File: src/rtl/fp_pkg.sv
// Shared single-precision types, constants and inter-stage payloads for the FPU datapath.
package fp_pkg;

   typedef struct packed {
      logic        sign;
      logic [7:0]  exp;
      logic [22:0] man;
   } fp32_t;

   localparam logic [31:0] FP_QNAN    = 32'h7FC00000;
   localparam logic [7:0]  FP_EXP_MAX = 8'hFF;
   localparam int          FP_BIAS    = 127;

   // S1 -> S2: primary/secondary significands as {hidden, man[22:0], guard, round, sticky}
   typedef struct packed {
      logic        sign;
      logic [7:0]  exp;
      logic [26:0] ma;
      logic [26:0] mb;
      logic        sub;
      logic        zsign;
      logic        spec;
      logic [31:0] spec_val;
   } s12_t;

   // S2 -> S3: raw magnitude sum (bit 27 is the carry) and its leading-zero count
   typedef struct packed {
      logic        sign;
      logic [7:0]  exp;
      logic [27:0] sum;
      logic [4:0]  lzc;
      logic        zsign;
      logic        spec;
      logic [31:0] spec_val;
   } s23_t;

endpackage

File: src/rtl/fsub_pipe_if.sv
// Operand/result handshake bundle for the pipelined subtractor.
interface fsub_pipe_if;
   logic        in_valid;
   logic        in_ready;
   logic [31:0] x1;
   logic [31:0] x2;
   logic        out_valid;
   logic        out_ready;
   logic [31:0] y;
   logic        ovf;

   modport master (
      output in_valid, x1, x2, out_ready,
      input  in_ready, out_valid, y, ovf
   );

   modport slave (
      input  in_valid, x1, x2, out_ready,
      output in_ready, out_valid, y, ovf
   );
endinterface

File: src/rtl/lzc27.sv
// Combinational leading-zero counter over 27 bits; returns 27 for an all-zero input.
module lzc27 (
   input  logic [26:0] d,
   output logic [4:0]  cnt
);
   // the highest set bit is the last one to write the count
   always_comb begin
      cnt = 5'd27;
      for (int i = 0; i < 27; i++) begin
         if (d[i]) cnt = 5'(26 - i);
      end
   end
endmodule

File: src/rtl/fsub_pipe.sv
// Three-stage IEEE single-precision subtractor y = x1 - x2, RNE rounding, subnormals flushed.
module fsub_pipe
   import fp_pkg::*;
(
   input logic        clk,
   input logic        rst,
   fsub_pipe_if.slave bus
);
   logic        v1, v2, v3;
   logic        ld1, ld2, ld3;
   s12_t        s12_d, s12_q;
   s23_t        s23_d, s23_q;
   logic [31:0] y_d, y_q;
   logic        ovf_d, ovf_q;

   // a stage loads when it is empty or its successor is taking its contents
   assign ld3 = !v3 || bus.out_ready;
   assign ld2 = !v2 || ld3;
   assign ld1 = !v1 || ld2;

   assign bus.in_ready  = ld1;
   assign bus.out_valid = v3;
   assign bus.y         = y_q;
   assign bus.ovf       = ovf_q;

   // ---------------- S1: unpack, specials, swap, align ----------------
   fp32_t       a, b;
   logic        sb;
   logic        a_zero, b_zero, a_nan, b_nan, a_inf, b_inf;
   logic [30:0] ka, kb;
   logic        swap;
   logic [23:0] ma24, mb24, mp, ms;
   logic [7:0]  ep, es, diff;
   logic [4:0]  sh;
   logic [57:0] wide;

   assign a      = fp32_t'(bus.x1);
   assign b      = fp32_t'(bus.x2);
   assign sb     = ~b.sign;
   assign a_zero = (a.exp == 8'd0);
   assign b_zero = (b.exp == 8'd0);
   assign a_nan  = (a.exp == FP_EXP_MAX) && (a.man != 23'd0);
   assign b_nan  = (b.exp == FP_EXP_MAX) && (b.man != 23'd0);
   assign a_inf  = (a.exp == FP_EXP_MAX) && (a.man == 23'd0);
   assign b_inf  = (b.exp == FP_EXP_MAX) && (b.man == 23'd0);
   assign ka     = a_zero ? 31'd0 : {a.exp, a.man};
   assign kb     = b_zero ? 31'd0 : {b.exp, b.man};
   assign swap   = (kb > ka);
   assign ma24   = a_zero ? 24'd0 : {1'b1, a.man};
   assign mb24   = b_zero ? 24'd0 : {1'b1, b.man};
   assign mp     = swap ? mb24 : ma24;
   assign ms     = swap ? ma24 : mb24;
   assign ep     = swap ? b.exp : a.exp;
   assign es     = swap ? a.exp : b.exp;
   assign diff   = ep - es;
   assign sh     = (diff > 8'd31) ? 5'd31 : diff[4:0];
   // the low 31 bits catch everything shifted below the sticky position
   assign wide   = {ms, 3'b000, 31'd0} >> sh;

   // build the S1 payload, specials resolved up front
   always_comb begin
      s12_d       = '0;
      s12_d.sign  = swap ? sb : a.sign;
      s12_d.exp   = ep;
      s12_d.ma    = {mp, 3'b000};
      s12_d.mb    = wide[57:31] | {26'd0, |wide[30:0]};
      s12_d.sub   = a.sign ^ sb;
      s12_d.zsign = a.sign & sb;
      s12_d.spec  = a_nan | b_nan | a_inf | b_inf;
      if (a_nan || b_nan || (a_inf && b_inf && (a.sign == b.sign)))
         s12_d.spec_val = FP_QNAN;
      else if (a_inf)
         s12_d.spec_val = {a.sign, FP_EXP_MAX, 23'd0};
      else
         s12_d.spec_val = {sb, FP_EXP_MAX, 23'd0};
   end

   // ---------------- S2: magnitude add/sub, leading-zero count ----------------
   logic [27:0] sum;
   logic [4:0]  lzc;

   // primary magnitude is never smaller than the aligned secondary, so no negative sums
   assign sum = s12_q.sub ? ({1'b0, s12_q.ma} - {1'b0, s12_q.mb})
                          : ({1'b0, s12_q.ma} + {1'b0, s12_q.mb});

   lzc27 u_lzc (
      .d   (sum[26:0]),
      .cnt (lzc)
   );

   // forward S2 results into the S3 payload
   always_comb begin
      s23_d          = '0;
      s23_d.sign     = s12_q.sign;
      s23_d.exp      = s12_q.exp;
      s23_d.sum      = sum;
      s23_d.lzc      = lzc;
      s23_d.zsign    = s12_q.zsign;
      s23_d.spec     = s12_q.spec;
      s23_d.spec_val = s12_q.spec_val;
   end

   // ---------------- S3: normalize, round, pack ----------------
   logic [26:0] nm;
   logic [9:0]  e_n, e_r;
   logic        rnd;
   logic [24:0] rm;
   logic [22:0] man_r;

   // exponents carried in 10 bits so underflow shows up in bit 9
   always_comb begin
      if (s23_q.sum[27]) begin
         nm  = {s23_q.sum[27:2], s23_q.sum[1] | s23_q.sum[0]};
         e_n = {2'b00, s23_q.exp} + 10'd1;
      end else begin
         nm  = s23_q.sum[26:0] << s23_q.lzc;
         e_n = {2'b00, s23_q.exp} - {5'd0, s23_q.lzc};
      end
      rnd   = nm[2] & (nm[1] | nm[0] | nm[3]);
      rm    = {1'b0, nm[26:3]} + {24'd0, rnd};
      e_r   = rm[24] ? (e_n + 10'd1) : e_n;
      man_r = rm[24] ? rm[23:1] : rm[22:0];
      ovf_d = 1'b0;
      if (s23_q.spec)
         y_d = s23_q.spec_val;
      else if (s23_q.sum == 28'd0)
         y_d = {s23_q.zsign, 31'd0};
      else if (e_n[9] || (e_n == 10'd0))
         y_d = {s23_q.sign, 31'd0};
      else if (e_r >= 10'd255) begin
         y_d   = {s23_q.sign, FP_EXP_MAX, 23'd0};
         ovf_d = 1'b1;
      end else
         y_d = {s23_q.sign, e_r[7:0], man_r};
   end

   // stage valid bits; reset drops anything in flight
   always_ff @(posedge clk or posedge rst) begin
      if (rst) begin
         v1 <= 1'b0;
         v2 <= 1'b0;
         v3 <= 1'b0;
      end else begin
         if (ld1) v1 <= bus.in_valid;
         if (ld2) v2 <= v1;
         if (ld3) v3 <= v2;
      end
   end

   // stage payloads and output registers; only overwritten by a real item
   always_ff @(posedge clk or posedge rst) begin
      if (rst) begin
         s12_q <= '0;
         s23_q <= '0;
         y_q   <= 32'd0;
         ovf_q <= 1'b0;
      end else begin
         if (ld1 && bus.in_valid) s12_q <= s12_d;
         if (ld2 && v1)           s23_q <= s23_d;
         if (ld3 && v2) begin
            y_q   <= y_d;
            ovf_q <= ovf_d;
         end
      end
   end

endmodule
File: src/flat_wrapper.sv
// flat-port wrapper written by rule: the top's interface ports become plain ports
module fsub_pipe_flat import fp_pkg::*;
  (clk, rst, bus_in_valid, bus_x1, bus_x2, bus_out_ready, bus_in_ready, bus_out_valid, bus_y, bus_ovf);
  fsub_pipe_if bus_i ();
  input logic clk;
  input logic rst;
  input wire logic [$bits(bus_i.in_valid)-1:0] bus_in_valid;
  input wire logic [$bits(bus_i.x1)-1:0] bus_x1;
  input wire logic [$bits(bus_i.x2)-1:0] bus_x2;
  input wire logic [$bits(bus_i.out_ready)-1:0] bus_out_ready;
  output wire logic [$bits(bus_i.in_ready)-1:0] bus_in_ready;
  output wire logic [$bits(bus_i.out_valid)-1:0] bus_out_valid;
  output wire logic [$bits(bus_i.y)-1:0] bus_y;
  output wire logic [$bits(bus_i.ovf)-1:0] bus_ovf;
  assign bus_i.in_valid = bus_in_valid;
  assign bus_i.x1 = bus_x1;
  assign bus_i.x2 = bus_x2;
  assign bus_i.out_ready = bus_out_ready;
  assign bus_in_ready = bus_i.in_ready;
  assign bus_out_valid = bus_i.out_valid;
  assign bus_y = bus_i.y;
  assign bus_ovf = bus_i.ovf;
  fsub_pipe u_core (.clk(clk), .rst(rst), .bus(bus_i));
endmodule
File: config.mk
export PLATFORM = sky130hd
export DESIGN_NAME = fsub_pipe_flat
export DESIGN_NICKNAME = d
export VERILOG_FILES = /design/src/rtl/fp_pkg.sv /design/src/rtl/fsub_pipe_if.sv /design/src/rtl/lzc27.sv /design/src/rtl/fsub_pipe.sv /design/src/flat_wrapper.sv
export SDC_FILE = /design/constraint.sdc
export NUM_CORES = 1
export LEC_CHECK = 0
export BUFFER_PORTS_ARGS = -buffer_cell sky130_fd_sc_hd__buf_2
export CELL_PAD_IN_SITES_DETAIL_PLACEMENT = 1
export CELL_PAD_IN_SITES_GLOBAL_PLACEMENT = 1
export CORE_UTILIZATION = 25
export CTS_CLUSTER_DIAMETER = 40
export DETAILED_ROUTE_END_ITERATION = 10
export GPL_ROUTABILITY_DRIVEN = 0
export GPL_TIMING_DRIVEN = 0
export HOLD_SLACK_MARGIN = 0.03
export PLACE_DENSITY = 0.58
export SLEW_MARGIN = 20
export SYNTH_ARGS = -nofsm -noshare
export SYNTH_HDL_FRONTEND = slang
export SYNTH_HIERARCHICAL = 1
export SYNTH_SLANG_ARGS = --single-unit
File: constraint.sdc
create_clock -name clk -period 5.05 [get_ports clk]
set_input_delay 0.7575 -clock clk [delete_from_list [all_inputs] [get_ports clk]]
set_output_delay 0.7575 -clock clk [all_outputs]
set_load 0.01 [all_outputs]
==> run summary, run 1 <==
The nature of the critical path endpoint is a register. The sequential power share is 22.5%. Dividing the detail-routed wire length by the instance count gives 22.5 um. The total power of the final layout was 8.92 mW.

Number of vias in the routed layout: 16100. The tool flagged a number of max-cap violations equal to 0. Timing would allow up to 0.150 GHz.

The net count of the mapped netlist is 2028, and the cell count after placement is 2740. Internal power component: 4.70 mW. Summed over all cells, the static leakage comes to 8.39 nW. The count of state elements after synthesis was 149. Summing all placed instances gives a cell area of 17000 sq um. The run gives 63.3% as the combinational cell fraction of total power.

The checks that failed: design-rule violations, negative setup slack. The cell area that synthesis handed to floorplanning was 15100 sq um. The startpoint type of the worst setup path was an input pin. The first global-routing pass estimated 97400 um of wire. TritonCTS built the clock tree. The tightest hold path in the finished design has a slack of 342 ps. The die area is 61300 sq um, and the count of routing violations after the opening detailed-route iteration is 892. In the layout the commonest cells are nand2_1 (208), dfrtp_1 (149), nor2_1 (145).

In this run the mean area of a mapped cell was 8.08 sq um. The tools report the number of instances in the synthesized netlist as 1867. The total detailed-routing wirelength was 65300 um; the worst stage delay on the critical path was 510 ps. Endpoint required time on the critical path: 5400 ps.

The number of sinks handled by clock tree synthesis was 149; the total routing usage reported by global routing was 20.6%. The length of the first detailed-routing pass in iterations was 8; the setup slack on the worst flop-to-flop path was 180 ps. The initial core utilization was 25.4%; the count of buffering cells on the critical path with inverters included was 8. Counting flops with an async set or reset pin after synthesis yields a share of 100%. Measured along the x axis, the die boundary spans 248 um. The die is 248 um tall. The synthesized netlist contains 111 unique library cells. Clock-pin slew was measured on the worst setup and hold paths at 80 ps. The routed design could run at a clock period as short as 6650 ps. Dividing the detail-routed via count by the number of cells gives 5.54. Startpoint-to-endpoint class of the critical path: in2reg. The power density relative to cell area works out to 442 nW/um^2.

Number of slew-limit violations in the final report: 0. The main flop type after synthesis is dfrtp_1. The core region is 59400 sq um. The area growth from synthesis to layout was 33.7%; the maximum number of pins on one net before global-route repair was 96. For the worst-skew pair, the clock arrives at the later sink with an insertion delay of 460 ps.

For this run, the register share of the synthesized area comes to 24.7%. For the number of nets in the layout, the log shows 2277. The switching power share of the total was 47.3%; the final count of negative-setup-slack endpoints was 27. The worst path uses 132% of the clock period. The cts-stage hold buffer count was 0; the count of fill cells added during filler insertion was 6955. For the number of antenna violations at the first check in global routing, the log shows 0. The run finished, with violations left. After routing the design area is 20200 sq um. The logs give 4 for the deepest level of the CTS H-tree and 17 for the total CTS buffers.

The number of diodes added for antenna fixing was 0; the number of DRC violations after detailed routing was 3. The count of non-filler cells in the finished layout came out at 2902. Once detail routing completed, the nets flagged for antenna violations numbered 0. The slowest stage cell on the critical path is or4b_1. The endpoint identified for the worst register-to-register timing path is u_core/bus.y[15]$_DFFE_PP0P_. On the critical path the largest part of the delay comes from simple AND/OR/NAND/NOR gates. The worst min-delay path category was in2async. The number of I/O port buffers is 99, and the switching power is 4.22 mW. Number of I/O pins: 103. The setup TNS after final layout is -25580 ps, and the number of global-route vias before repair is 16400. The tools report the buffer type at the clock tree root as clkbuf_16. For the pin with the worst max-slew slack, the measured transition is 1090 ps. The total overflow reported by the global router is 0, and the highest fanout seen on the critical path is 8.

The fraction of final layout cells sized beyond drive strength 1 was 29.7%. The tools report the number of hold violations in the final report as 0. The library cell used most frequently in the layout, excluding fill and tap cells, is nand2_1. Count of flip-flops with a built-in enable after synthesis: 0. The logs give 16.1 ps for the setup clock skew after layout and 26.7% for the remaining max-slew budget at the tightest pin. The final worst setup slack came out at -1600 ps. The worst-case clock buffer depth was 2. The number of cells on the worst reg-to-reg path was 17; the share of total power in the clock network was 14.1%. IR analysis of the VDD net gives a maximum drop of 0.000292 V. Data on the critical path arrives at its endpoint at 7000 ps.

Setup repair after global routing could not meet its margin everywhere. The startpoint identified for the worst register-to-register timing path is u_core/s23_q[35]$_DFFE_PP0P_. Count of standard-cell rows: 89. The logs give 49500 um for the detailed-placement wirelength estimate and 6 for the total of warnings raised by yosys.
state kept, by name (all words and copies together), names as in the netlist:
| signal | count |
|---|---|
| u_core/v2 | 1 |
| u_core/v1 | 1 |
| u_core/bus.ovf | 1 |
| u_core/bus.out_valid | 1 |
| u_core/s12_q | 66 |
| u_core/s23_q | 47 |
| u_core/bus.y | 32 |
per-layer routing:
metal	track usage (%)	vias to the layer above	part of all wire (%)
met4	8.43	0	4.4
met2	35.8	461	49
met5	0	-	0
met3	2.64	172	3.1
met1	25.5	8084	44
li1	-	7351	-
through the flow:
stage	worst slack, ps	utilization, %
floorplan	-1790	-
global placement	-3710	28.6
detailed placement	-3750	28.6
CTS	-1470	32.3
global route	-1660	34.0
finish	-1600	34.0
how the worst max path moves through the flow:
stage / start / end / slack, ps / cells past startpoint
after floorplan: bus_x2[24] / u_core/s12_q[35]$_DFFE_PP0P_ / -1790 / 29
after global placement: bus_x2[28] / u_core/s12_q[35]$_DFFE_PP0P_ / -3710 / 30
after detailed placement: bus_x2[28] / u_core/s12_q[35]$_DFFE_PP0P_ / -3750 / 30
after CTS: bus_x2[25] / u_core/s12_q[35]$_DFFE_PP0P_ / -1470 / 29
after global routing: bus_x2[23] / u_core/s12_q[35]$_DFFE_PP0P_ / -1660 / 30
final: bus_x2[23] / u_core/s12_q[35]$_DFFE_PP0P_ / -1600 / 30
Yosys cell counts (6+ instances only):
library cell / number / area (sq um)
a211oi_1: 13 / 97.6
o21a_1: 16 / 120
a22o_1: 20 / 175
nor3_1: 40 / 200
o31ai_1: 9 / 67.6
nor2b_1: 16 / 100
or2_2: 6 / 37.5
mux2_2: 55 / 619
dfrtp_1: 149 / 3730
a21oi_1: 109 / 546
a31oi_1: 25 / 156
and3_1: 12 / 75.1
mux2i_1: 41 / 410
o21bai_1: 10 / 75.1
a21o_1: 8 / 60.1
a221oi_1: 12 / 105
a22oi_1: 10 / 75.1
clkbuf_1: 74 / 278
buf_2: 11 / 55.1
o221ai_1: 7 / 61.3
xnor2_1: 43 / 377
xor2_1: 25 / 219
o22ai_1: 16 / 100
o21ai_0: 167 / 836
ha_1: 91 / 1140
nor2_1: 157 / 589
and2_1: 24 / 150
and4_1: 6 / 52.6
nand3_1: 45 / 225
mux4_2: 36 / 811
nor4_1: 32 / 200
buf_1: 14 / 52.6
inv_1: 91 / 342
or3_1: 8 / 50.1
nand2_1: 246 / 923
nand4_1: 20 / 125
a221o_1: 15 / 150
o211ai_1: 25 / 188
nand2b_1: 30 / 188
power groups by stage:
| stage | combinational [mW] | clock, mW | sequential, mW |
|---|---|---|---|
| 3_3_place_gp | 4.70 | 0 | 2.00 |
| 4_1_cts | 5.23 | 1.31 | 2.00 |
| 3_5_place_dp | 4.80 | 0 | 2.02 |
| 5_1_grt | 6.08 | 1.35 | 2.06 |
| 2_1_floorplan | 3.42 | 0 | 1.87 |
| 6_report | 5.65 | 1.26 | 2.01 |
cell families after synthesis:
group	share of synthesized area [%]
adders and majority gates	7.81
xor gates and xnor gates	4.06
muxes	12.7
DFF	24.7
and+or+nand+nor	21.7
buffers and inverters	5.61
AOI/OAI and AO/OA	23.5
timing repair:
item / in CTS / in global routing
gates resized for setup: 221 / 138
buffers inserted: 83 / 62
cloned: 3 / 3
endpoints found under the setup margin: 83 / 60
pin swaps: 64 / 58
worst register-to-register path: cells and delay by family (launching register included):
| family | cells | cell delay (ps) |
|---|---|---|
| multiplexers | 1 | 240 |
| flip-flops | 1 | 360 |
| buffers and inverters | 2 | 500 |
| AO/OA/AOI/OAI | 5 | 1290 |
| AND/OR/NAND/NOR | 9 | 2430 |
layout make-up:
cell class              count  area (sq um)  share of cell area [%]
multi-input cells        1515         11900                    59.2
flip-flops and latches    149          3730                    18.5
repair buffers            237          1880                    9.31
well taps                 773           967                    4.79
plain buffers             101           713                    3.54
clock buffers              18           439                    2.18
inverters                  95           368                    1.82
clock inverters            14           134                   0.664
Note: power is estimated with default switching activity, not from simulation.
==> run 2, diff against run 1 <==
--- a/config.mk
+++ b/config.mk
@@ -5,7 +5,7 @@
 export SDC_FILE = /design/constraint.sdc
 export NUM_CORES = 1
 export LEC_CHECK = 0
-export BUFFER_PORTS_ARGS = -buffer_cell sky130_fd_sc_hd__buf_2
+export BUFFER_PORTS_ARGS = -buffer_cell sky130_fd_sc_hd__clkbuf_2
 export CELL_PAD_IN_SITES_DETAIL_PLACEMENT = 1
 export CELL_PAD_IN_SITES_GLOBAL_PLACEMENT = 1
 export CORE_UTILIZATION = 25
@@ -15,6 +15,7 @@
 export GPL_TIMING_DRIVEN = 0
 export HOLD_SLACK_MARGIN = 0.03
 export PLACE_DENSITY = 0.58
+export REMOVE_ABC_BUFFERS = 1
 export SLEW_MARGIN = 20
 export SYNTH_ARGS = -nofsm -noshare
 export SYNTH_HDL_FRONTEND = slang
==> run 2 against run 1 <==
Flip-flop and latch count unchanged. Clock-buffer cell count decreased by 1. Routed wire length decreased by 12%. Critical endpoint unchanged. Register-to-register slack improved by 30 ps. The flow still finishes with violations (design-rule violations, negative setup slack). Global-route usage decreased by 2.4 points. Power decreased by 6.3%.
==> run summary, run 2 (synthesis results as in run 1) <==
The run finished, with violations left. The final reports fail on design-rule violations, negative setup slack. In this run the critical register-to-register path is launched from u_core/s23_q[37]$_DFFE_PP0P_.

The H-tree was split into 4 levels. The worst register-to-register path has a setup slack of 210 ps. The initialized floorplan defines 89 standard-cell rows. The placed instances occupy a cell area of 16300 sq um.

For this run, the detailed router's first-pass iteration total came to 8. For the number of maximum-capacitance constraint violations, the log shows 0. At the later pin of the worst-skew pair, clock insertion delay measures 450 ps.

After detailed routing, the number of remaining DRC violations is 5. Cells with a size suffix above 1 make up 27.6% of the layout. For this run the aggregate overflow at the end of global routing stands at 0. The destination of the worst register-to-register timing path was u_core/bus.y[5]$_DFFE_PP0P_. The library cells used most frequently in the layout, excluding fill and tap cells, are nand2_1 (222), nor2_1 (146), dfrtp_1 (144).

The number of nets in the layout was 2168. Counting cells, the worst reg-to-reg path comes to 16. For this block, the initial DRC count from the detailed router was 907. The logs give 6500 ps for the data arrival time at the worst-slack endpoint and 1 for the number of antenna violations at the first check in global routing. Detailed placement finished with a half-perimeter wire length of 40900 um. The post-route cell area was 19100 sq um; the number of flip-flops in the largest register was 66. Setup violations remaining at the end of the flow were counted as 25. From synthesis to final layout, the design area changed by 26.8%.

Pin placement for this block handled 103 I/O pins. After detailed routing, the average wire length per cell comes to 20.5 um. The clock edge transition at the registers on the reported setup and hold paths was 70 ps. The final worst setup slack was -1110 ps. Clock tree synthesis selected as its root buffer the cell clkbuf_16. The tools report the maximum clock frequency as 0.162 GHz. From left edge to right edge, the die measures 248 um. The number of slew-limit violations in the final report is 0. Final hold analysis gives a worst-case slack of 425 ps. The startpoint-to-endpoint class of the critical path was in2reg. STA classifies the critical path endpoint as a register. The number of antenna diodes in the final layout is 0. The highest fanout seen on the critical path came out at 7.

Hold repair after CTS inserted 0 buffers. For the final database, setup skew stands at 11.7 ps. In this run the vertical extent of the chip is 248 um. The remaining max-slew budget at the tightest pin is 25.5%, and the maximum number of pins on one net before global-route repair is 88.

Dividing the detail-routed via count by the number of cells gives 5.45. The most common library cell in the layout ignoring fill and taps is nand2_1. Counting I/O delays and the setup requirement, the final critical path takes 6160 ps. In this run the tool buffered the top-level ports with 102 buffer cells. The startpoint type of the worst setup path is an input pin. For this configuration, the core starts out at a cell density of 25.4%. Across all layers, the routed design uses 15200 vias. The region available for standard cell placement spans 59400 sq um. The number of hold violations in the final report is 0. Global routing used 18.2% of the available tracks across all layers. The die covers 61300 sq um. For the worst-case clock buffer depth, the log shows 2. The transition time at the pin with the least slew margin was 1110 ps.

The total CTS buffers is 17. The tools report the total detailed-routing wirelength as 57300 um. The share of the clock period used by the worst path works out to 122%. The number of antenna-violating nets in the routed design was 0; the number of global-route vias before repair was 15500.

The first global-routing pass estimated 88500 um of wire. The register with the most flip-flops in the final layout is u_core/s12_q. The run gives 149 as the number of sinks handled by clock tree synthesis.

The power density relative to cell area was 437 nW/um^2; the leakage power was 7.94 nW. Data on the critical path is required at its endpoint by 5390 ps. In this run the worst hold path is classified as in2async. TritonCTS built the clock tree.

Setup repair after global routing could not meet its margin everywhere. The worst-case IR drop observed on VDD is 0.000252 V.
## run 2: cell count changes in the layout (fill, tap and decap cells not counted), sizes merged
| cell | change |
|---|---|
| buf | -148 |
| clkbuf | +31 |
| clkinv | -2 |
| clkinvlp | +1 |
| inv | +2 |
| mux2 | +1 |
| nand2 | +4 |
| nor2 | +1 |
| nor2b | +1 |
## run 2: cell type report
cell class / count / area [sq um]
Fill cell: 6958 / 40200
Multi-Input combinational cell: 1522 / 11800
Sequential cell: 149 / 3740
Timing Repair Buffer: 222 / 1700
Tap cell: 773 / 967
Clock buffer: 17 / 425
Inverter: 95 / 379
Clock inverter: 15 / 156
## run 2: worst max-delay path by stage
stage / cells past startpoint / to / startpoint / slack, ps
2_1_floorplan: 21 / u_core/s12_q[35]$_DFFE_PP0P_ / bus_x2[27] / -3210
3_3_place_gp: 23 / u_core/s12_q[35]$_DFFE_PP0P_ / bus_x1[24] / -6370
3_5_place_dp: 23 / u_core/s12_q[35]$_DFFE_PP0P_ / bus_x1[24] / -4020
4_1_cts: 25 / u_core/s12_q[35]$_DFFE_PP0P_ / bus_x2[23] / -740
5_1_grt: 29 / u_core/s12_q[35]$_DFFE_PP0P_ / bus_x2[26] / -1180
6_report: 27 / u_core/s12_q[35]$_DFFE_PP0P_ / bus_x2[26] / -1110
## run 2: power breakdown
group | internal (mW) | leakage [nW] | switching (mW)
Combinational | 2.25 | 5.82 | 2.78
Sequential | 1.54 | 1.84 | 0.517
Clock | 0.660 | 0.280 | 0.609
## run 2: routing by layer
layer | GRT usage, % | vias up | wire length (um)
met5 | 0 | - | 11
met4 | 5.85 | 2 | 1630
met3 | 1.81 | 113 | 1740
met2 | 31.0 | 363 | 27700
met1 | 24.0 | 7616 | 26200
li1 | - | 7134 | -
## run 2: critical path, stage by stage
cell,delay (ps)
clkbuf_16,130
nor4_4,350
buf_6,220
nand2_8,100
and2_4,190
ha_4,270
nand4_1,150
nor3_4,270
buf_6,140
o31ai_4,90
nand4_1,110
buf_6,150
nand3_4,70
a21boi_4,170
ha_4,200
a41oi_4,200
o21ai_4,100
a31oi_4,300
buf_6,160
mux2i_4,260
buf_12,150
nor2_4,50
a221o_1,400
mux4_2,530
a2111oi_4,320
or3b_4,410
a22o_1,210
## run 2: metrics by stage
step	utilization (%)	power (mW)	setup slack, ps	TNS [ps]	cells
floorplan	-	5.12	-3210	-71190	1758
global placement	27.1	6.35	-6370	-486980	2633
detailed placement	27.4	6.51	-4020	-141660	2640
CTS	30.8	8.12	-744	-4230	2747
global route	32.2	8.97	-1180	-11850	2793
finish	32.2	8.36	-1110	-9700	2793
## run 2: what timing repair did
action                                  4_1_cts  5_1_grt
gates cloned                                  4        4
hold endpoints to repair                      0        0
endpoints found under the setup margin       79       53
pin swaps                                    43       41
buffers inserted                             72       42
resized for setup                           187      109
==> run 3, diff against run 2 <==
--- a/config.mk
+++ b/config.mk
@@ -15,7 +15,7 @@
 export GPL_TIMING_DRIVEN = 0
 export HOLD_SLACK_MARGIN = 0.03
 export PLACE_DENSITY = 0.58
-export REMOVE_ABC_BUFFERS = 1
+export SETUP_SLACK_MARGIN = 0.5
 export SLEW_MARGIN = 20
 export SYNTH_ARGS = -nofsm -noshare
 export SYNTH_HDL_FRONTEND = slang
==> run 3 against run 2 <==
The flow still finishes with violations (design-rule violations, negative setup slack). Clock skew barely moved. Power rose by 13%. Non-clock buffer count rose by 142. Sequential power barely moved. Combinational power rose by 18%. Largest power group unchanged.
==> run summary, run 3 (synthesis results as in run 1) <==
The number of sinks handled by clock tree synthesis was 149; the placement-stage cell area was 17100 sq um. Leaving out filler cells and counting taps, the final layout contains 2928. The cell count after placement is 2744. The count of buffers added on input and output ports is 99. The power density relative to cell area came out at 456 nW/um^2.

The critical path is of the in2reg type. For the final worst setup slack, the log shows -1740 ps. In the final layout, the share of cells above drive strength 1 is 32.9%.

The root buffer cell chosen for the clock tree is clkbuf_16. For the detailed-placement wirelength estimate, the log shows 49800 um. For this design, the slowest cell found on the critical path is or3b_4. The first detailed-routing pass took 8 iterations. The area growth from synthesis to layout is 36.8%. Clock tree synthesis inserted a total of 17 buffers. The run gives 11.7 ps as the setup clock skew after layout.

Dividing the detail-routed via count by the number of cells gives 5.47. For the count of standard-cell rows, the log shows 89. For this run, design rule violations remaining after detail routing come to 5. The kind of cell adding the most delay to the critical path was compound AO/OA/AOI/OAI gates. The clock edge transition at the registers on the reported setup and hold paths is 60 ps, and the maximum number of pins on one net before global-route repair is 32. The number of cells on the worst reg-to-reg path is 16, and the met1 routing resource usage after global routing is 26.3%. The share of the clock period used by the worst path is 135%.

In this design, the stage delay of the slowest critical-path cell is 440 ps. The total routing usage reported by global routing was 20.6%. In the final layout, the multi-input gates occupy 12200 sq um.

The deepest level of the CTS H-tree came out at 4. The number of flip-flops in the largest register works out to 66. The clock latency on the worst-skew pair is 460 ps.

Number of antenna-violating nets in the routed design: 0. The run gives 0 as the number of slew-limit violations in the final report. The region available for standard cell placement spans 59400 sq um. The wire length per cell works out to 22.2 um. The final layout contains 2304 nets. The time the worst path needs with I/O delays and setup was 6790 ps; the initial core utilization was 25.4%. STA puts the critical path data arrival time at 7130 ps.

The number of antenna diodes in the final layout is 0. Fill cells in the final layout number 6962. The number of vias in the routed layout is 16000. Based on the critical path, the design can be clocked at up to 0.147 GHz. For the pin with the worst max-slew slack, the measured transition is 1280 ps. The run gives 0 as the total overflow reported by the global router.

For this block, the initial DRC count from the detailed router was 860. The peak-usage layer in the global routing report is met2. The tools report the met3 layer usage reported by global route as 2.03%. The count of buffering cells on the critical path with inverters included came out at 12. The floorplan step defined a die boundary enclosing 61300 sq um. TritonCTS built the clock tree.

The cts-stage hold buffer count is 0, and the number of antenna violations at the first check in global routing is 0. The endpoint required time on the critical path is 5380 ps. The number of I/O pins was 103; the remaining max-slew budget at the tightest pin was 13.9%. Across the VDD grid, the largest voltage drop is 0.000280 V. The logs give 16400 for the number of global-route vias before repair and 2 for the worst-case clock buffer depth.

The number of maximum-capacitance constraint violations is 0, and the total detailed-routing wirelength is 65100 um. Leaving out fill and tap cells, the most frequent cell in the layout is nand2_1. After routing, the total negative slack on setup checks comes to -24150 ps. In this run the vertical extent of the chip is 248 um. The logs give 0 for the number of hold violations in the final report and 34.8% for the final standard cell utilization of the core. The worst hold path belongs to the class in2async. The tools report the fraction of met2 tracks used by global routing as 35.3%. In the layout the commonest cells are nand2_1 (216), dfrtp_1 (148), nor2_1 (142). The run gives 97800 um as the wire length of the first global-routing pass. For this design the static power due to leakage is 8.57 nW.

The worst setup path is launched from an input pin. Count of cell instances traversed by the critical path: 34. The run finished, with violations left. Area of all sequential standard cells: 3730 sq um.

The worst setup path is captured at a register. The worst setup slack before clock tree synthesis was -3800 ps. Setup repair after global routing could not meet its margin everywhere.

Ranked by flip-flop count, first place goes to u_core/s12_q. The most frequent cell on the critical path was buf_8. The run gives 27 as the final count of negative-setup-slack endpoints. The checks that failed: design-rule violations, negative setup slack.

In this run the horizontal extent of the chip is 248 um. After routing the design area is 20600 sq um. The highest fanout seen on the critical path works out to 8.
## run 3: cell types whose count changed in the layout (fill, tap and decap cells not counted), moves of 11 or more
cell	previous run	this run
clkbuf_1	0	49
buf_4	90	133
a21oi_2	9	20
a21oi_1	101	85
## run 3: metal layers
layer	vias up	part of all wire, %
li1	7410	-
met1	8013	44
met2	441	49
met3	142	3.0
met4	0	3.8
met5	-	0
## run 3: final cells by class
type,count,area share [%]
repair buffers,255,9.13
clock inverters,11,0.964
well taps,773,4.69
clock buffers,20,2.16
multi-input cells,1516,59.0
inverters,95,1.79
plain buffers,109,4.19
flip-flops and latches,149,18.1
## run 3: stage by stage
| stage | hold slack (ps) | power (mW) |
|---|---|---|
| 2_1_floorplan | 430 | 5.28 |
| 3_3_place_gp | 451 | 6.71 |
| 3_5_place_dp | 462 | 6.83 |
| 4_1_cts | 345 | 8.74 |
| 5_1_grt | 358 | 9.99 |
| 6_report | 342 | 9.41 |
## run 3: final timing paths
| check | from | end | slack, ps |
|---|---|---|---|
| max | bus_x2[24] | u_core/s12_q[35]$_DFFE_PP0P_ | -1740 |
| min | rst | u_core/s23_q[60]$_DFFE_PP0P_ | 340 |
| max reg2reg | u_core/s23_q[34]$_DFFE_PP0P_ | u_core/bus.y[30]$_DFFE_PP0P_ | 540 |
| min reg2reg | u_core/s12_q[30]$_DFFE_PP0P_ | u_core/s12_q[30]$_DFFE_PP0P_ | 470 |
| max in group asynchronous | rst | u_core/s12_q[90]$_DFFE_PP0P_ | 3710 |
| min in group clk | u_core/s12_q[30]$_DFFE_PP0P_ | u_core/s12_q[30]$_DFFE_PP0P_ | 470 |
## run 3: what timing repair did
item | CTS | global route
pin swaps | 59 | 101
setup buffers | 77 | 70
gates resized for setup | 186 | 217
endpoints found under the setup margin | 97 | 92
gates cloned | 4 | 2
## run 3: where the power goes
part           internal (mW)  switching, mW
clock network          0.890          0.546
registers               1.53          0.489
logic                   2.69           3.26
total                   5.11           4.30
